File: src/rtl/uart_tx_arbiter.sv
// uart_tx_arbiter: round-robin arbiter that lets NUM_REQ byte requesters share
// one UART transmitter. Once a requester wins, it owns the transmitter until it
// has sent a byte flagged req_last, so bytes from different messages never mix.
//
// Ports:
//   clk, rst_n          clock, asynchronous active-low reset
//   req_valid/data/last per-requester byte offer (requester i on req_data[8i+7:8i])
//   req_ready           one-cycle accept pulse to the current owner
//   grant               one-hot current owner, zero when nobody owns the transmitter
//   tx_data, tx_start   byte and one-cycle start towards the transmitter
//   tx_busy             transmitter busy indication
//
// Build option: define UART_ARB_TIMEOUT_EN to release the lock when the owner
// stalls mid-message for TIMEOUT_CYCLES cycles. Without it the owner keeps the
// lock until it supplies its next byte.
module uart_tx_arbiter #(
    parameter int unsigned NUM_REQ        = 4,
    parameter int unsigned TIMEOUT_CYCLES = 4096
) (
    input  logic                   clk,
    input  logic                   rst_n,
    input  logic [NUM_REQ-1:0]     req_valid,
    input  logic [8*NUM_REQ-1:0]   req_data,
    input  logic [NUM_REQ-1:0]     req_last,
    output logic [NUM_REQ-1:0]     req_ready,
    output logic [NUM_REQ-1:0]     grant,
    output logic [7:0]             tx_data,
    output logic                   tx_start,
    input  logic                   tx_busy
);

    localparam int unsigned IDX_W = (NUM_REQ > 1) ? $clog2(NUM_REQ) : 1;

    localparam logic [2:0] S_IDLE      = 3'd0;
    localparam logic [2:0] S_GRANT     = 3'd1;
    localparam logic [2:0] S_LOAD      = 3'd2;
    localparam logic [2:0] S_WAIT_ACK  = 3'd3;
    localparam logic [2:0] S_WAIT_DONE = 3'd4;
    localparam logic [2:0] S_HOLD      = 3'd5;

    logic [2:0]         state_q, state_d;
    logic [IDX_W-1:0]   owner_q, owner_d;
    logic [IDX_W-1:0]   last_owner_q, last_owner_d;
    logic [NUM_REQ-1:0] grant_q, grant_d;
    logic [NUM_REQ-1:0] req_ready_q, req_ready_d;
    logic [7:0]         tx_data_q, tx_data_d;
    logic               tx_start_q, tx_start_d;
    logic               last_flag_q, last_flag_d;

`ifdef UART_ARB_TIMEOUT_EN
    localparam int unsigned     CNT_W    = 16;
    localparam logic [CNT_W-1:0] CNT_LAST = CNT_W'(TIMEOUT_CYCLES - 1);
    logic [CNT_W-1:0] cnt_q, cnt_d;
`else
    // Timeout depth has no effect when the timeout is compiled out.
    logic unused_timeout_cfg;
    assign unused_timeout_cfg = ^(32'(TIMEOUT_CYCLES));
`endif

    // Round-robin pick: first valid index strictly after last_owner, wrapping.
    logic             rr_found;
    logic [IDX_W-1:0] rr_idx;
    logic [IDX_W-1:0] rr_cand;
    always_comb begin
        rr_found = 1'b0;
        rr_idx   = '0;
        rr_cand  = '0;
        for (int unsigned k = 1; k <= NUM_REQ; k++) begin
            rr_cand = IDX_W'((32'(last_owner_q) + k) % NUM_REQ);
            if (!rr_found && req_valid[rr_cand]) begin
                rr_found = 1'b1;
                rr_idx   = rr_cand;
            end
        end
    end

    // Current owner's offer.
    logic       owner_valid;
    logic       owner_last;
    logic [7:0] owner_byte;
    always_comb begin
        owner_valid = 1'b0;
        owner_last  = 1'b0;
        owner_byte  = '0;
        for (int unsigned i = 0; i < NUM_REQ; i++) begin
            if (owner_q == IDX_W'(i)) begin
                owner_valid = req_valid[i];
                owner_last  = req_last[i];
                owner_byte  = req_data[8*i +: 8];
            end
        end
    end

    // Next-state and registered-output logic.
    logic load_go;
    always_comb begin
        state_d      = state_q;
        owner_d      = owner_q;
        last_owner_d = last_owner_q;
        grant_d      = grant_q;
        req_ready_d  = '0;
        tx_start_d   = 1'b0;
        tx_data_d    = tx_data_q;
        last_flag_d  = last_flag_q;
        load_go      = 1'b0;
`ifdef UART_ARB_TIMEOUT_EN
        cnt_d        = cnt_q;
`endif
        case (state_q)
            S_IDLE: begin
                if (rr_found) begin
                    owner_d = rr_idx;
                    grant_d = NUM_REQ'(1) << rr_idx;
                    state_d = S_GRANT;
                end
            end
            S_GRANT: begin
                // A busy transmitter or an owner that withdrew keeps us here.
                if (!tx_busy && owner_valid) begin
                    load_go = 1'b1;
                end
            end
            S_LOAD: begin
                state_d = S_WAIT_ACK;
            end
            S_WAIT_ACK: begin
                if (tx_busy) begin
                    state_d = S_WAIT_DONE;
                end
            end
            S_WAIT_DONE: begin
                if (!tx_busy) begin
                    if (last_flag_q) begin
                        grant_d      = '0;
                        last_owner_d = owner_q;
                        state_d      = S_IDLE;
                    end else begin
                        state_d = S_HOLD;
                    end
                end
            end
            S_HOLD: begin
                if (owner_valid) begin
                    load_go = 1'b1;
                end else begin
`ifdef UART_ARB_TIMEOUT_EN
                    if (cnt_q == CNT_LAST) begin
                        grant_d      = '0;
                        last_owner_d = owner_q;
                        cnt_d        = '0;
                        state_d      = S_IDLE;
                    end else begin
                        cnt_d = cnt_q + CNT_W'(1);
                    end
`else
                    state_d = S_HOLD;
`endif
                end
            end
            default: begin
                state_d = S_IDLE;
            end
        endcase

        // Entering LOAD: accept the byte and issue tx_start in the same cycle.
        if (load_go) begin
            state_d     = S_LOAD;
            req_ready_d = grant_q;
            tx_start_d  = 1'b1;
            tx_data_d   = owner_byte;
            last_flag_d = owner_last;
`ifdef UART_ARB_TIMEOUT_EN
            cnt_d       = '0;
`endif
        end
    end

    // State and output registers.
    always_ff @(posedge clk or negedge rst_n) begin
        if (!rst_n) begin
            state_q      <= S_IDLE;
            owner_q      <= '0;
            last_owner_q <= IDX_W'(NUM_REQ - 1);
            grant_q      <= '0;
            req_ready_q  <= '0;
            tx_data_q    <= 8'h00;
            tx_start_q   <= 1'b0;
            last_flag_q  <= 1'b0;
`ifdef UART_ARB_TIMEOUT_EN
            cnt_q        <= '0;
`endif
        end else begin
            state_q      <= state_d;
            owner_q      <= owner_d;
            last_owner_q <= last_owner_d;
            grant_q      <= grant_d;
            req_ready_q  <= req_ready_d;
            tx_data_q    <= tx_data_d;
            tx_start_q   <= tx_start_d;
            last_flag_q  <= last_flag_d;
`ifdef UART_ARB_TIMEOUT_EN
            cnt_q        <= cnt_d;
`endif
        end
    end

    assign req_ready = req_ready_q;
    assign grant     = grant_q;
    assign tx_data   = tx_data_q;
    assign tx_start  = tx_start_q;

endmodule

File: config.mk
export PLATFORM = sky130hd
export DESIGN_NAME = uart_tx_arbiter
export DESIGN_NICKNAME = d
export VERILOG_FILES = /design/src/rtl/uart_tx_arbiter.sv
export SDC_FILE = /design/constraint.sdc
export NUM_CORES = 1
export LEC_CHECK = 0
export CAP_MARGIN = 20
export CORE_MARGIN = 8
export CORE_UTILIZATION = 41
export CTS_CLUSTER_SIZE = 12
export DETAILED_ROUTE_END_ITERATION = 7
export HOLD_SLACK_MARGIN = 0.02
export PLACE_DENSITY = 0.79
export SYNTH_ARGS = -nofsm -noshare
export SYNTH_HDL_FRONTEND = slang
export SYNTH_SLANG_ARGS = --single-unit
File: constraint.sdc
create_clock -name clk -period 2.06 [get_ports clk]
set_input_delay 0.206 -clock clk [delete_from_list [all_inputs] [get_ports clk]]
set_output_delay 0.206 -clock clk [all_outputs]
set_load 0.03 [all_outputs]
## Word-level counts from Yosys, hierarchy flattened

Index checks and enable logic that the tools add are counted.

| cells by class | value |
|---|---|
| add/sub/neg operators | 4 |
| order comparisons | 4 |
| eq/ne operators | 16 |
| shifts and indexed selects | 1 |
| multiplexer cells | 44 |
| bitwise gates (word level) | 1 |
| reductions and logical operators | 15 |

Operators by type and width:

| cell | number |
|---|---|
| 2-to-1 mux 8 bit | 4 |
| 2-to-1 mux 1 bit | 19 |
| 2-to-1 mux 3 bit | 6 |
| one-hot mux 3 bit (6 select lines) | 1 |
| 2-to-1 mux 4 bit | 4 |
| < comparator 2 x 3 -> 1 bit (second input constant) | 4 |
| inequality test 3 bit (second input constant) | 4 |
| binary-select mux 1 bit (select 2 bit) | 4 |
| 2-to-1 mux 2 bit | 4 |
| inequality test 2 bit (second input constant) | 4 |
| one-hot mux 4 bit (2 select lines) | 1 |
| equality test 3 x 2 -> 1 bit (second input constant) | 2 |
| equality test 3 bit (second input constant) | 2 |
| AND reduction 5 bit | 1 |
| adder 2 x 1 -> 2 bit (second input constant) | 2 |
| adder 2 bit (second input constant) | 2 |
| equality test 2 bit (second input constant) | 2 |
| logical AND 1 bit | 4 |
| zero test 1 bit | 4 |
| AND reduction 4 bit | 1 |
| << shifter 1 x 2 -> 4 bit (first input constant) | 1 |
| equality test 3 x 1 -> 1 bit (second input constant) | 1 |
| zero test 3 bit | 1 |
| AND reduction 3 bit | 1 |
| other kinds (6) | 6 |

| word-level totals | value |
|---|---|
| flip-flop bits (word level) | 25 |
| output and inout port bits | 17 |
| word-level logic and storage cells | 93 |

## Logic depth before layout (Yosys ltp)

Gate-level depths: netlist of the first run.

| depth | value |
|---|---|
| depth in word-level cells | 16 |
| mapped depth | 5 |
| depth with buffers taken out | 4 |

## Worst setup path before layout of the first run

Ideal clock, no wire load.

| timing | value |
|---|---|
| path kind | register to register |
| start point | register owner_q[1] |
| end point | register last_flag_q |
| library setup time | 0.127 ns |
| data arrival time | 1.565 ns |
| data required time | 1.933 ns |
| path slack | 0.368 ns |
| stages on the path, launching flop included | 6 |
| buffers on the path | 1 |
| cells stage by stage | dfrtp_1 -> mux4_2 -> nand2_2 -> nor3_4 -> buf_6 -> mux2_1 |

| between the ends | value |
|---|---|
| longest elaborated chain between the ends | 8 |
| elaborated cells between the ends (all ways) | 16 |

RTL lines:

| item | line | source |
|---|---|---|
| start, declared | 42 | `logic [IDX_W-1:0] owner_q, owner_d;` |
| start signal, assigned | 194 | `owner_q <= owner_d;` |
| zero test 2 bit | 86 | `if (owner_q == IDX_W'(i)) begin` |
| 2-to-1 mux 1 bit (3 in a row) | 86 |  |
| 2-to-1 mux 1 bit (*) | 86 |  |
| logical AND 1 bit | 119 | `if (!tx_busy && owner_valid) begin` |
| 2-to-1 mux 1 bit | 119 |  |
| one-hot mux 1 bit (2 select lines) (*) | 109 | `case (state_q)` |
| named net load_go | 95 | `logic load_go;` |
| end signal, assigned | 200 | `last_flag_q <= last_flag_d;` |
| end, declared | 48 | `logic last_flag_q, last_flag_d;` |

Mark *: on every way through the listed nets, which the timed path passes. The rest lies on a longest branch.
A chain may end at the register's enable or synchronous reset.

## Worst setup path after layout of the first run

| timing | value |
|---|---|
| start point | input req_valid[1] |
| end point | register state_q[0] |

| between the ends | value |
|---|---|
| longest elaborated chain between the ends | 14 |
| elaborated cells between the ends (all ways) | 32 |

RTL lines:

| item | line | source |
|---|---|---|
| start, declared | 22 | `input logic [NUM_REQ-1:0] req_valid,` |
| binary-select mux 1 bit (select 2 bit) | 70 | `if (!rr_found && req_valid[rr_cand]) begin` |
| 2-to-1 mux 1 bit (implied by the code) | 70 |  |
| 2-to-1 mux 1 bit | 70 |  |
| zero test 1 bit | 70 |  |
| logical AND 1 bit | 70 |  |
| 2-to-1 mux 1 bit | 70 |  |
| zero test 1 bit | 70 |  |
| logical AND 1 bit | 70 |  |
| 2-to-1 mux 1 bit | 70 |  |
| zero test 1 bit | 70 |  |
| logical AND 1 bit | 70 |  |
| 2-to-1 mux 1 bit | 70 |  |
| inequality test 3 bit (no line) | - |  |
| AND reduction 5 bit (no line) | - |  |
| end signal, assigned | 193 | `state_q <= state_d;` |
| end, declared | 41 | `logic [2:0] state_q, state_d;` |

Parallel ways exist; a longest one is shown, timed or not. The select of a mux whose other input is x is not followed.

==> summary.txt, run 1 <==
Global routing
  • Gr usage total: ~14%
  • Largest net degree at the start of global routing: 26
  • Vias in the first global route: 1215
  • First-pass GRT wire length: about 5.8 mm
  • Total grt overflow: 0
  • Initial antenna violation count: 0

Critical path
  • Worst r2r src: owner_q[1]
  • CP Data Arrival Time: 1.92 ns
  • CP Capture Type: flip-flop
  • Crit-path max FO: 4
  • CP Class: in2reg
  • Flop2flop setup slack: 0.36 ns
  • Worst setup path startpoint: req_valid[1]
  • Worst setup SP type: input port
  • Worst Path Required: about 2.3 ns

Pwr
  • Leak: slightly above 0.8 nW
  • VDD IR max: 0.0007016 V
  • Power density over the cells: 1288 nW/um^2

Floorplanning
  • IO Pins: 60
  • Num rows: 20
  • Die W: 73.09 microns
  • Die Ht: 73.09 microns
  • Die ar.: approximately 5300 sq um
  • CORE AREA: just over 3000 sq um
  • Initial Util: 43.41%

Timing
  • # setup viols final: 0
  • Final period util: 83.41%
  • RSZ-0062 raised after global routing: false
  • Pins Over Slew Limit: 0
  • Final Skew: ~0.012 ns
  • Slew margin rel.: 63.57%
  • Final hold vios: 0
  • Hold WS: between 0.2 and 0.25 ns
  • Minimum clock period: 1.718 ns
  • Achievable Freq: 582.0 MHz
  • Worst slew pin tran: 0.5447 ns
  • Final TNS setup: 0 ns

Placement
  • PortBufs: 59
  • Hpwl dp: about 2.9 mm
  • Gpl congestion: 0.8999

Final layout
  • Share of layout cells above drive strength 1: 18.90%
  • Antenna Cells: 0
  • P&R area growth vs syn: 51.03%
  • Commonest non-fill, non-tap cell in the layout: clkdlybuf4s50_1
  • Commonest non-fill, non-tap cells in the layout: 59 x clkdlybuf4s50_1, 23 x dfrtp_1, 10 x mux4_2
  • Nets: 208

Clock tree
  • CTS H-tree lvls: 1
  • Clock transition at path regs: around 0.14 ns
  • CTS Buf Count: 3
  • Max clock buf depth: 2
  • CTS tree: built
  • PostCTS Resize Cnt: 0
  • Hold_buf cts: 0
  • # Post-CTS Setup Buffers: 0
  • Clock Latency Late Sink: 0.31 ns
  • Clock Sinks: 25
  • Root Driver: clkbuf_4

Route
  • Final WL: approximately 3.4 mm
  • Iter 0 DRT Violations: 50
  • Via count: between 1000 and 1500
  • DR WL/cell: 16.56 microns
  • Drc violations: 0
  • First-pass DRT Iterations: 4
  • Post-DR vias/cell: between 5 and 6
  • DRT antenna net count: 0

Min path
  • Hold/Removal Path Class: in2async

Synth
  • Asr flop ratio synth: 100.0%
  • Sequential area share after synthesis: 47.00%
  • Seq cells post-synth: 25
  • Post-synth EDFFs: 0
  • Synthesized instance count: 103
  • Syn Area/Cell: 12.97 sq um
  • Syn nets: between 100 and 150
  • Post-Syn Area: 1336 sq um
  • Ys Warns: 0
  • Synth Flop Type: dfrtp_1
  • Synth cell types: 32

Flow run
  • Reported max-cap violation count: 0

Outcome
  • Status: completed
[per-stage QoR]
| step | worst slack (ns) | total power [W] | util [%] | area, sq um | std cells |
|---|---|---|---|---|---|
| final | 0.3418 | 0.002599 | 65.57 | 2018 | 208 |
| after global routing | 0.2563 | 0.002773 | 65.57 | 2018 | 208 |
| after CTS | 0.3455 | 0.002630 | 65.57 | 2018 | 208 |
| after detailed placement | -0.003854 | 0.002413 | 64.72 | 1992 | 204 |
| after global placement | 0.07688 | 0.002354 | 64.72 | 1992 | 204 |
| after floorplan | 0.3676 | 0.001854 | - | 1336 | 103 |
[critical path, stage by stage]
cell             delay, ns
clkdlybuf4s50_1       0.46
or4_1                 0.58
nor2b_1               0.18
a2111oi_2             0.40
a2111oi_2             0.09
[cell usage after synthesis (all sizes together), types with 2 or more instances]
cell type | number | area, sq um
mux2 | 11 | 123.9
inv | 4 | 15.01
and3 | 2 | 12.51
and2 | 5 | 31.28
clkbuf | 3 | 11.26
a21oi | 4 | 20.02
nor2 | 6 | 22.52
mux4 | 10 | 225.2
nor2b | 2 | 12.51
a32o | 3 | 30.03
a2111oi | 2 | 30.03
a31oi | 2 | 12.51
buf | 3 | 21.27
nand2 | 8 | 32.54
dfrtp | 23 | 575.6
nor3 | 2 | 21.27
dfstp | 2 | 52.55
[power breakdown]
group          internal, W  switching (W)
clock network    0.0000756       0.000143
registers         0.000709       0.000195
logic             0.000765       0.000712
[final timing paths]
path | endpoint | depth (start not counted)
worst max-delay path | state_q[0] | 5
worst min-delay path | req_ready[1] | 2
worst max register to register | tx_data[2] | 5
worst min register to register | tx_data[7] | 1
max in group asynchronous | last_owner_q[0] | 2
min in group clk | tx_data[7] | 1
[logic make-up after synthesis]
group                  share of synthesized area, %
AND/OR/NAND/NOR                               12.73
flip-flops                                    47.00
buffers and inverters                         3.558
multiplexers                                  26.87
AO/OA/AOI/OAI                                 9.832
[metal layers]
metal | vias to the layer above | GRT usage, % | part of all wire, %
met5 | - | 0 | 0
met4 | 0 | 6.000 | 2.2
met2 | 35 | 25.42 | 55
met3 | 8 | 3.571 | 6.0
li1 | 508 | - | -
met1 | 516 | 14.19 | 37
[cell type report]
type / count / area [sq um]
inverters: 4 / 15.01
fillers: 246 / 1060
clock buffers: 4 / 26.28
well taps: 44 / 55.05
multi-input cells: 68 / 660.6
flip-flops and latches: 25 / 628.1
repair buffers: 63 / 633.1
[registers in the layout, summed over array words and instances, names as in the netlist]
register and flops:
req_ready 4, owner_q 2, tx_start 1, last_owner_q 2, grant 4, tx_data 8
last_flag_q 1, state_q 3
Power figures use the tool's default switching activity.
==> run 2: changes to the inputs <==
- CORE_UTILIZATION: 41 -> 37
- PLACE_DENSITY: 0.79 -> 0.75
- clock period: 2.06 -> 1.5 ns (I/O delays scaled with it)
==> run 2 against run 1 <==
Net effect:
- the run now ends with negative setup slack left
- cell area is 11% higher
- worst setup slack worse by 0.54 ns
- first-iteration DRC count is 4.0% higher
- sequential power is 29% higher
- hold slack worse by 0.065 ns
- clock power is 37% higher
- total power is 54% higher
- largest cell class unchanged
- highest routed layer unchanged
==> summary.txt, run 2 (same netlist as run 1, synthesis figures left out) <==
Pwr
  • Switching share of power: 40.98%
  • VDD IR max: between 0.0009 and 0.001 V
  • Internal power: approximately 0.0024 W
  • Power density over the cells: 1795 nW/um^2
  • Leak: 1.010 nW
  • Sequential share of power: 29.3%
  • Clock Power Share: 7.5%
  • Sw power: 0.001642 W
  • Gate power share: 63.3%

Timing
  • Worst slew pin tran: 0.3764 ns
  • Final Skew: 0.006927 ns
  • Achievable Freq: 589.6 MHz
  • Final hold vios: 0
  • Minimum clock period: 1.696 ns
  • Pins Over Slew Limit: 0
  • Slew margin rel.: between 70% and 80%
  • Final setup margin: -0.1962 ns
  • # setup viols final: 16
  • RSZ-0062 raised after global routing: true
  • Final period util: 113.1%

Critical path
  • Crit-path max FO: 2
  • CP Cell Sequence: mux4_2 > buf_4 > or3b_4 > a31oi_4
  • Worst setup SP type: flip-flop
  • Critical Path Slowest Stage Cell: mux4_2
  • Slowest cell delay on critical path: 0.54 ns
  • CP Data Arrival Time: 1.95 ns
  • CP Capture Type: flip-flop
  • CP Class: reg2reg
  • Worst Path Required: approximately 1.8 ns

Global routing
  • First-pass GRT wire length: 6.451 mm
  • Gr usage total: 13.67%
  • Vias in the first global route: 1301
  • Initial antenna violation count: 0
  • Total grt overflow: 0
  • Largest net degree at the start of global routing: 26

Outcome
  • Violated checks: negative setup slack
  • Status: finished, violations left

Placement
  • Hpwl dp: around 3.0 mm
  • PortBufs: between 50 and 60
  • Gpl congestion: between 0.8 and 0.9
  • Inst Count DP: 217
  • Post-DP Area: 2067 sq um

Route
  • Top layer in use: met4
  • M1 WL: about 1.4 mm
  • Final WL: 3.918 mm
  • DR WL met3: 265 microns
  • DR WL met2: 2.124 mm
  • DRT antenna net count: 0
  • DR WL/cell: 17.41 microns
  • Post-DR vias/cell: 5.142
  • Via count: 1157
  • First-pass DRT Iterations: 4
  • Iter 0 DRT Violations: 52
  • Drc violations: 0

Clock tree
  • Root Driver: clkbuf_4
  • Clock Sinks: 25
  • CTS Buf Count: 3
  • CTS H-tree lvls: 1
  • Hold_buf cts: 0
  • Clock Latency Late Sink: between 0.3 and 0.4 ns
  • CTS tree: built
  • Max clock buf depth: 2
  • Clock transition at path regs: approximately 0.13 ns

Final layout
  • Final core utilization: roughly 62%
  • Nets: 221
  • Commonest non-fill, non-tap cell in the layout: clkdlybuf4s50_1
  • P&R area growth vs syn: 67.04%
  • Antenna Cells: 0
  • Share of layout cells above drive strength 1: a little over a third
  • Design Area, Final: 2232 sq um
  • Commonest non-fill, non-tap cells in the layout: 41 x clkdlybuf4s50_1, 23 x dfrtp_1, 16 x dlygate4sd2_1
  • Max reg flops: 8
  • Non-Filler Instances: 225
  • Number of fill cells: between 200 and 300

Floorplanning
  • Die ar.: 5790 sq um
  • Die Ht: 76.10 microns
  • Num rows: 22
  • CORE AREA: between 3000 and 4000 sq um
  • IO Pins: 60
  • Die W: 76.10 microns
  • Initial Util: 37.34%

Min path
  • Hold/Removal Path Class: in2async

Flow run
  • Reported max-cap violation count: 0
## run 2: cell count changes in the layout (fill, tap and decap cells not counted), sizes merged
cell / previous run / this run
clkdlybuf4s50: 59 / 41
dlygate4sd2: 0 / 16
buf: 4 / 17
dlymetal6s2s: 0 / 2
clkbuf: 4 / 3
clkinvlp: 0 / 1
## run 2: repair_timing
action / in CTS / in global routing
hold endpoints to repair: 0 / 0
resized for setup: 24 / 18
setup buffers: 4 / 0
setup endpoints to repair: 35 / 24
pin swaps: 4 / 4
## run 2: layout make-up
class                           count  area, sq um  area share (%)
Clock buffer                        3        22.52           1.009
Clock inverter                      1        7.507          0.3363
Inverter                            4        15.01          0.6726
Multi-Input combinational cell     68        775.7           34.75
Sequential cell                    25        628.1           28.14
Tap cell                           48        60.06           2.691
Timing Repair Buffer               76        723.2           32.40
## run 2: per-layer routing
layer,up-vias,track usage [%]
met5,-,0
met4,0,4.038
met3,6,4.599
met2,48,25.71
met1,559,13.79
li1,544,-
## run 2: power groups by stage
stage	Clock (W)	Sequential (W)	Combinational, W
5_1_grt	0.000340	0.00122	0.00269
6_report	0.000299	0.00117	0.00254
3_5_place_dp	0	0.00118	0.00231
2_1_floorplan	0	0.00149	0.00114
4_1_cts	0.000310	0.00117	0.00241
3_3_place_gp	0	0.00117	0.00223
## run 2: through the flow
stage	hold WS (ns)	power, W	worst slack, ns	TNS, ns
finish	0.1729	0.004008	-0.1962	-1.845
detailed placement	0.4997	0.003489	-0.6824	-11.46
CTS	0.1740	0.003883	-0.1752	-2.088
floorplan	-0.1456	0.002627	-0.1277	-0.6472
global route	0.1836	0.004251	-0.2346	-2.658
global placement	0.4948	0.003402	-0.5770	-9.271
## run 2: final timing paths
| path | slack (ns) | start | depth (start not counted) | endpoint |
|---|---|---|---|---|
| max in group asynchronous | 1.04 | rst_n | 2 | last_owner_q[1] |
| hold / removal | 0.17 | rst_n | 2 | state_q[2] |
| min in group clk | 0.52 | req_valid[1] | 4 | grant[3] |
| hold reg to reg | 0.52 | tx_data[3] | 1 | tx_data[3] |
| setup / recovery | -0.20 | owner_q[1] | 4 | state_q[2] |
| setup reg to reg | -0.20 | owner_q[1] | 4 | state_q[2] |
## run 2: worst max-delay path: cells and delay by family (launching register included)
family / cells / cell delay, ns
DFF: 1 / 0.39
AOI/OAI and AO/OA: 1 / 0.17
buffers and inverters: 1 / 0.16
muxes: 1 / 0.54
and+or+nand+nor: 1 / 0.38
==> run 3: changes to the inputs <==
- ABC_AREA: unset -> 1
- CORE_UTILIZATION: 37 -> 40
- PLACE_DENSITY: 0.75 -> 0.77
==> run 3 against run 2 <==
Net effect:
- synthesized area grew 19%
- critical endpoint is now grant[2]
- global-route usage grew 0.48 points
- combinational power grew 60%
- the run still ends with negative setup slack left
==> summary.txt, run 3 <==
Clock tree
  • Max clock buf depth: 2
  • Clock Latency Late Sink: 0.26 ns
  • Clock transition at path regs: ~0.090 ns
  • CTS Buf Count: 3
  • CTS H-tree lvls: 1
  • Hold_buf cts: 0
  • CTS tree: built
  • Clock Sinks: 25
  • Root Driver: clkbuf_8

Min path
  • Hold/Removal Path Class: in2async

Synth
  • Post-Syn Area: 1592 sq um
  • Most numerous cell in the Yosys netlist: nand2_1
  • Post-synth top cells: 84 x nand2_1, 23 x dfrtp_1, 19 x nor2_1
  • Post-synth EDFFs: 0
  • Top-area cell type share of the netlist area: 36.16%
  • Synth Flop Type: dfrtp_1
  • Syn nets: around 270
  • Sequential area share after synthesis: 39.47%
  • Syn Area/Cell: slightly above 7 sq um
  • Seq cells post-synth: 25
  • Synth cell types: 31
  • Cell taking the most area after synthesis: dfrtp_1
  • Asr flop ratio synth: 100.0%
  • Largest cells by area after synthesis: dfrtp_1 36%, nand2_1 20%, nor2_1 4.5%
  • Synthesized instance count: 222
  • Ys Warns: 0

Route
  • DR WL/cell: 14.33 microns
  • Final WL: just over 5 mm
  • First-pass DRT Iterations: 4
  • DRT antenna net count: 0
  • Iter 0 DRT Violations: 54
  • Via count: 1788
  • Drc violations: 0
  • Post-DR vias/cell: between 5 and 6

Timing
  • RSZ-0062 raised after global routing: true
  • Slew margin rel.: between 70% and 80%
  • Achievable Freq: 591.5 MHz
  • Worst slew pin tran: 0.3531 ns
  • Final Skew: 0.002209 ns
  • Final period util: 112.7%
  • Final setup margin: -0.1906 ns
  • Minimum clock period: 1.691 ns
  • # setup viols final: 9
  • Pins Over Slew Limit: 0
  • Final hold vios: 0
  • Final TNS setup: -1.122 ns

Global routing
  • Initial antenna violation count: 0
  • Gr usage total: 14.15%
  • Largest net degree at the start of global routing: 26
  • Total grt overflow: 0
  • First-pass GRT wire length: 7.238 mm
  • Vias in the first global route: 1586

Final layout
  • P&R area growth vs syn: 68.32%
  • Commonest non-fill, non-tap cell in the layout: nand2_1
  • Max reg flops: 8
  • Commonest non-fill, non-tap cells in the layout: 71 x nand2_1, 53 x clkdlybuf4s50_1, 22 x dfrtp_1, 22 x buf_4, 17 x nor2_1
  • Number of fill cells: 316
  • Design Area, Final: 2679 sq um
  • Share of layout cells above drive strength 1: 27.78%
  • Antenna Cells: 0
  • Final core utilization: 68.45%
  • Nets: 350

Critical path
  • Worst Path Required: 1.71 ns
  • CP Capture Type: flip-flop
  • Crit path capture: grant[2]
  • Crit Reg-Reg Endpoint: grant[2]
  • R2R depth: 12
  • Worst r2r src: last_owner_q[0]
  • Crit-path max FO: 7
  • CP Data Arrival Time: 1.90 ns
  • Worst setup SP type: flip-flop
  • Worst setup path startpoint: last_owner_q[0]
  • Flop2flop setup slack: -0.19 ns
  • CP Class: reg2reg

Placement
  • Post-DP Area: 2384 sq um
  • Gpl congestion: between 0.8 and 0.9
  • PortBufs: 59
  • Hpwl dp: 3.751 mm

Pwr
  • Power density over the cells: ~2100 nW/um^2
  • Total power: 0.005692 W
  • VDD IR max: 0.001313 V
  • Leak: 1.360 nW

Floorplanning
  • Die Ht: ~80 microns
  • Initial Util: 40.66%
  • Die W: roughly 79 microns
  • IO Pins: 60
  • Num rows: 23
  • CORE AREA: 3914 sq um
  • Die ar.: 6253 sq um

Outcome
  • Status: finished, violations left
  • Violated checks: negative setup slack

Flow run
  • Reported max-cap violation count: 0
[run 3: cell types whose count changed in the layout (fill, tap and decap cells not counted), moves of 5 or more]
cell / previous run / this run
inv_1: 4 / 16
nor2_1: 6 / 17
nand2_4: 0 / 13
nor2_4: 0 / 5
o21ai_0: 0 / 6
nand3_1: 1 / 8
mux4_2: 10 / 0
buf_4: 15 / 22
nand2_2: 1 / 12
nand2_1: 7 / 71
mux2_4: 7 / 0
dlygate4sd2_1: 16 / 0
clkdlybuf4s50_1: 41 / 53
[run 3: logic make-up (layout without fill, tap and decap cells)]
logic type | count (synthesis) | in the layout | synth area share, %
AND/OR/NAND/NOR | 138 | 138 | 40.25
AO/OA/AOI/OAI | 32 | 32 | 13.29
buffers and inverters | 27 | 111 | 6.996
flip-flops | 25 | 25 | 39.47
[run 3: worst min path at each step]
stage / cells past startpoint / endpoint / from / slack (ns)
after floorplan: 0 / grant[0] / rst_n / -0.15
after global placement: 2 / tx_data[5] / tx_data[5] / 0.46
after detailed placement: 2 / tx_data[4] / tx_data[4] / 0.47
after CTS: 2 / tx_data[3] / rst_n / 0.25
after global routing: 2 / tx_data[3] / rst_n / 0.27
final: 2 / tx_data[3] / rst_n / 0.24
[run 3: per-layer routing]
layer,vias to the layer above,GRT usage (%),part of all wire [%]
met5,-,0,0
met4,0,3.333,1.1
met3,4,1.806,2.7
met2,39,25.47,55
met1,853,17.36,41
li1,892,-,-
[run 3: power by group]
part           internal [W]  total [W]  switching (W)
registers          0.000973    0.00123       0.000254
logic               0.00171    0.00406        0.00235
clock network      0.000188   0.000403       0.000215
total               0.00287    0.00569        0.00282
[run 3: layout make-up]
| type | instances | area (sq um) | share of cell area, % |
|---|---|---|---|
| Clock buffer | 3 | 41.29 | 1.541 |
| Timing Repair Buffer | 85 | 815.8 | 30.45 |
| Sequential cell | 25 | 629.4 | 23.49 |
| Clock inverter | 1 | 7.507 | 0.2802 |
| Inverter | 22 | 96.34 | 3.596 |
| Tap cell | 50 | 62.56 | 2.335 |
| Multi-Input combinational cell | 170 | 1026 | 38.30 |
[run 3: worst max-delay path, cell delays in order, from the launching register on]
cell      delay (ns)
dfstp_2         0.60
clkinv_4        0.12
nand2_2         0.08
nand2_2         0.07
nand2_4         0.08
nand2_4         0.06
nor2_4          0.11
nand3_2         0.09
nand2_4         0.12
inv_6           0.05
nor2_8          0.09
nand2_1         0.07
nand2_1         0.07
[run 3: metrics by stage]
| stage | hold WS [ns] | worst slack, ns | std cells |
|---|---|---|---|
| floorplan | -0.1456 | -0.005137 | 222 |
| global placement | 0.4631 | -0.1426 | 346 |
| detailed placement | 0.4708 | -0.1713 | 346 |
| CTS | 0.2504 | -0.1498 | 354 |
| global route | 0.2681 | -0.2987 | 356 |
| finish | 0.2416 | -0.1906 | 356 |
[run 3: repair_timing]
action | 4_1_cts | 5_1_grt
resized for setup | 4 | 51
hold endpoints to repair | 0 | 0
pin swaps | 5 | 7
setup endpoints to repair | 16 | 22
buffers inserted | 4 | 2
cloned | 0 | 0
